==> src/rtl/pipeline_propagation_core_pkg.sv <==
// Shared helpers for the pipeline propagation core: parameter legality used at elaboration.
package pipeline_propagation_core_pkg;

  function automatic logic params_legal(input int data_width, input int pstage);
    logic ok_s;
    if ((data_width >= 1) && (pstage >= 0)) begin
      ok_s = 1'b1;
    end else begin
      ok_s = 1'b0;
    end
    return ok_s;
  endfunction

endpackage

==> src/rtl/pipeline_propagation_core_stage_reg.sv <==
// One DATA_WIDTH delay-line stage: enable-gated load, asynchronous active-low clear to zero.
module pipeline_stage_reg #(
  parameter int DATA_WIDTH = 32
) (
  input  logic                  clk,
  input  logic                  arst,
  input  logic                  ce,
  input  logic [DATA_WIDTH-1:0] d,
  output logic [DATA_WIDTH-1:0] q
);

  logic [DATA_WIDTH-1:0] data_d;
  logic [DATA_WIDTH-1:0] data_q;

  // Next value: load on enable, otherwise recirculate (enable is a data mux, not a gated clock).
  always_comb begin
    data_d = data_q;
    if (ce) begin
      data_d = d;
    end else begin
      data_d = data_q;
    end
  end

  // Stage register with asynchronous clear.
  always_ff @(posedge clk or negedge arst) begin
    if (!arst) begin
      data_q <= {DATA_WIDTH{1'b0}};
    end else begin
      data_q <= data_d;
    end
  end

  assign q = data_q;

endmodule

==> src/rtl/pipeline_propagation_core.sv <==
// Register delay line of PSTAGE enable-gated stages; PSTAGE=0 degenerates to a wire.
module pipeline_propagation_core
  import pipeline_propagation_core_pkg::*;
#(
  parameter int DATA_WIDTH = 32,
  parameter int PSTAGE     = 3
) (
  input  logic                  clk,
  input  logic                  arst,
  input  logic                  ce,
  input  logic [DATA_WIDTH-1:0] data_in,
  output logic [DATA_WIDTH-1:0] data_o
);

  if (!params_legal(DATA_WIDTH, PSTAGE)) begin : g_bad_params
    $error("pipeline_propagation_core: DATA_WIDTH must be >= 1 and PSTAGE >= 0");
  end

  if (PSTAGE == 0) begin : g_pass
    // Control inputs are intentionally ignored in the pass-through case.
    logic unused_ctrl_s;
    assign unused_ctrl_s = ^{clk, arst, ce};
    assign data_o = data_in;
  end else begin : g_chain
    logic [DATA_WIDTH-1:0] stage_s [0:PSTAGE];

    assign stage_s[0] = data_in;

    for (genvar i = 1; i <= PSTAGE; i++) begin : g_stage
      pipeline_stage_reg #(
        .DATA_WIDTH(DATA_WIDTH)
      ) u_stage (
        .clk  (clk),
        .arst (arst),
        .ce   (ce),
        .d    (stage_s[i-1]),
        .q    (stage_s[i])
      );
    end

    assign data_o = stage_s[PSTAGE];
  end

endmodule

==> config.mk <==
export PLATFORM = sky130hd
export DESIGN_NAME = pipeline_propagation_core
export DESIGN_NICKNAME = d
export VERILOG_FILES = /design/src/rtl/pipeline_propagation_core_pkg.sv /design/src/rtl/pipeline_propagation_core_stage_reg.sv /design/src/rtl/pipeline_propagation_core.sv
export SDC_FILE = /design/constraint.sdc
export NUM_CORES = 1
export LEC_CHECK = 0
export ABC_AREA = 1
export BUFFER_PORTS_ARGS = -buffer_cell sky130_fd_sc_hd__buf_2
export CAP_MARGIN = 20
export CORE_UTILIZATION = 35
export CTS_CLUSTER_DIAMETER = 40
export DETAILED_ROUTE_END_ITERATION = 8
export PLACE_DENSITY = 0.53
export SYNTH_ARGS = -nofsm -noshare
export SYNTH_HDL_FRONTEND = slang
export SYNTH_SLANG_ARGS = --single-unit
==> constraint.sdc <==
create_clock -name clk -period 0.8 [get_ports clk]
set_clock_uncertainty 0.05 [all_clocks]
set_input_delay 0.08 -clock clk [delete_from_list [all_inputs] [get_ports clk]]
set_output_delay 0.08 -clock clk [all_outputs]
set_load 0.1 [all_outputs]
# After elaboration in Yosys (flattened, before gate mapping)
# Index checks and enable logic that the tools add are counted.
[word_totals]
register_bits = 96
elab_cells = 3
out_inout_bits = 32
in_bits = 35

# Logic depth before layout (Yosys ltp)
[depth]
depth_word = 0
ltp_mapped = 6

# Hierarchy
# From an unflattened synthesis, not the netlist that was laid out.
[hier_totals]
hier_cells = 408
area_unflattened_um2 = 3877.5
[by_module_without_submodules]
columns = ["mod", "area_each_um2", "seq_area_each_um2", "instances", "cells_per_inst"]
rows = [
  ["pipeline_stage_reg", 1292.5, 800.8, 3, 136],
]

# Worst setup path before layout
# OpenSTA, ideal clock, no wires.
[synth_path]
path_kind = "flip-flop to flip-flop"
startpoint = "register g_chain.g_stage[3].u_stage.q[0] (netlist name)"
endpoint = "register g_chain.g_stage[3].u_stage.data_q[0]"
stages_incl_launch_ff = 3
synth_period_minus_slack_ps = 1196
path_slack_ps = -396
arrival_ps = 1079
t_required_ps = 683
setup_time_ps = 67
cell_sequence = "dfrtp_1 > nand2_1 > nand2_1"
[synth_rtl]
columns = ["item", "line", "rtl"]
rows = [
  ["end signal, assigned", "pipeline_propagation_core_stage_reg.sv:28", "data_q <= {DATA_WIDTH{1'b0}};"],
  ["end signal, assigned", "pipeline_propagation_core_stage_reg.sv:30", "data_q <= data_d;"],
  ["end, declared", "pipeline_propagation_core_stage_reg.sv:13", "logic [DATA_WIDTH-1:0] data_q;"],
]

# Worst setup path after layout
[layout_path]
startpoint = "register g_chain.g_stage[3].u_stage.data_q[17]"
endpoint = "output port data_o[17]"
[layout_rtl]
columns = ["item", "line", "rtl"]
rows = [
  ["end, declared", "pipeline_propagation_core.sv:12", "output logic [DATA_WIDTH-1:0] data_o"],
]
# No word-level cell between the ends.

==> impl_metrics.toml <==
[power_and_ir_drop]
ir_drop_mv = 0.877
powerDensity_nw_per_um2 = 2300
p_leak_nw = 2.71
p_total_w = 0.0122

[floorplan]
start_util = 0.367
die_area_um2 = 10800
ioPinCount = 67
fp.dieH_um = 104
core-area_um2 = 9910
die_w_um = 104
num_rows = 36

[setup_path]
critical_path_class = "flip-flop to primary output"
critPathCaptureType = "primary output"
path_max_fanout = 2
crit_chain = "buf_12"
arrival_ns = 1.04
crit_required_ns = 0.67
critical_path.slowest_cell = "dfrtp_4"
cp_top_family = "flip-flops"
critPathLaunchType = "flip-flop"
worstSetupStartpoint = "g_chain.g_stage[3].u_stage.q[17]"
r2r_start = "g_chain.g_stage[3].u_stage.q[29]"
path_buf_inv = 1
slowest_delay_ns = 0.51

[grt]
grt_overflow = 0
grt-busiest-layer = "met2"
grt_pass1_vias = 2538
gr-usage-met2 = 0.229
grt_use_met1 = 0.181
grtUsageTotal = 0.142
met3_usage = 0.0395
grt_max_degree = 51
grt_pass1_wl_um = 12300
antenna_found_initial = 0

[cells_and_area]
num_antenna_cells = 0
largest_register_ffs = 96
nFillCells = 960
drive_gt1_frac = 0.259
postLayoutCellArea_um2 = 5290
area_delta_synth_final_pct = 45.3
final_cells = 647
fin_nets = 544

[sta]
drv_slew = 0
max_freq_mhz = 857
setup_slack_ns = -0.367
setup_viol = 33
rsz0062_at_grt = "true"
relSlewSlack = 0.809
worst_slew_pin_slew_ns = 0.286
period_minus_slack_ns = 1.17
min_period_over_period = 1.46
hold_violations = 0

[yosys]
ys_top_cells_by_count = "nand2_1 (288), dfrtp_1 (96), buf_2 (10), buf_4 (6), buf_6 (5)"
yosysWarnings = 0
synth_nets = 441
ys_types = 6
synth-edff-count = 0
yosysTopAreaCellShare = 0.660
yosys-top-cells-area = "dfrtp_1 (66%), nand2_1 (30%), buf_6 (1.5%)"
ys_ff_latch = 96
synthCells = 406
ys_seq_area_frac = 0.660
synth_area_um2 = 3640
yosysMostFrequentCell = "nand2_1"
async_flop_share = 1.00
synth-main-ff-cell = "dfrtp_1"
synth_area_per_cell_um2 = 8.97
synth_top_cell_by_area = "dfrtp_1"

[route]
ant_nets = 0
drc = 0
routed_wl_um = 7120
vias = 2706
drt_iter0_drc = 55
first_pass_iters = 4
detail_route.wl_per_cell_um = 11.0
viasPerCell = 4.18

[cts]
cts_buffers = 9
clkLatencyLatePin_ns = 0.35
htreeDepth = 3
root_buffer = "clkbuf_8"
cts_tree = "yes"
numClockSinks = 96
clockBufferDepth = 2
clkTransAtPathRegs_ns = 0.09

[status]
status = "finished, violations left"
violations = "negative setup slack"

[placed_design]
dp.cells = 597
gp_congestion = 0.719
place_area_um2 = 4760
io_buffers = 66
dp_hpwl_um = 4520

[min_path]
hp-start = "ce"
worstHoldPathType = "input port to flip-flop"

[job]
maxCapViolations = 0
-- where the power goes --
group,total [W],switching [W],internal [W]
Sequential,0.00590,0.000393,0.00551
Clock,0.00280,0.00166,0.00114
Combinational,0.00346,0.00218,0.00127
Total,0.0122,0.00424,0.00792
-- layout by cell type, fill, tap and decap left out --
| cell type | n |
|---|---|
| buf_4 | 9 |
| buf_6 | 1 |
| clkbuf_8 | 9 |
| nand2_1 | 283 |
| inv_6 | 1 |
| buf_12 | 38 |
| clkinvlp_4 | 4 |
| inv_4 | 1 |
| clkinv_2 | 1 |
| dlygate4sd3_1 | 33 |
| dfrtp_4 | 32 |
| dfrtp_1 | 64 |
| nand2_2 | 5 |
| buf_2 | 32 |
| clkbuf_1 | 1 |
-- cell families after synthesis --
group         count (synthesis)  synth area share
flops                        96             0.660
simple gates                288             0.297
buf+inv                      22            0.0433
-- metrics by stage --
stage | worst slack, ns | hold WS [ns] | util | setup TNS [ns]
after floorplan | -0.103 | -0.266 | - | -3.29
after global placement | 0.0145 | -0.0585 | 0.481 | 0
after detailed placement | -0.00701 | -0.0656 | 0.481 | -0.0208
after CTS | -0.399 | 0.00629 | 0.533 | -12.36
after global routing | -0.410 | 0.0278 | 0.534 | -12.83
final | -0.367 | 0.0251 | 0.534 | -11.42
-- cell type report --
class | instances | area [µm²] | share of cell area
clock inverter | 6 | 43.8 | 0.00828
multi-input combinational | 288 | 1090 | 0.207
clock buffer | 10 | 128 | 0.0241
tap | 133 | 166 | 0.0315
sequential | 96 | 2520 | 0.477
inverter | 1 | 6.26 | 0.00118
timing repair buffer | 113 | 1330 | 0.251
-- what timing repair did --
action                                  in CTS  in global routing
setup buffers                                1                  1
resized for setup                            1                  6
hold endpoints to repair                   128                  0
endpoints found under the setup margin      32                 37
pin swaps                                    0                  1
hold buffers                                33                  0
-- path summary, 6_finish.rpt --
kind                       slack (ns)  cells after the start                                to
max                             -0.37                      1                        data_o[17]
min                              0.03                      4   g_chain.g_stage[1].u_stage.q[1]
max reg2reg                     -0.07                      3  g_chain.g_stage[3].u_stage.q[29]
min reg2reg                      0.42                      2  g_chain.g_stage[2].u_stage.q[24]
max in group asynchronous        0.11                      3   g_chain.g_stage[3].u_stage.q[4]
min in group asynchronous        0.10                      2  g_chain.g_stage[2].u_stage.q[29]
-- routing by layer --
metal	up-vias	part of all wire
met2	47	0.48
met4	0	0.022
li1	1419	-
met1	1230	0.46
met5	-	0
met3	10	0.034
No activity file was read; power rests on OpenSTA's default activity.
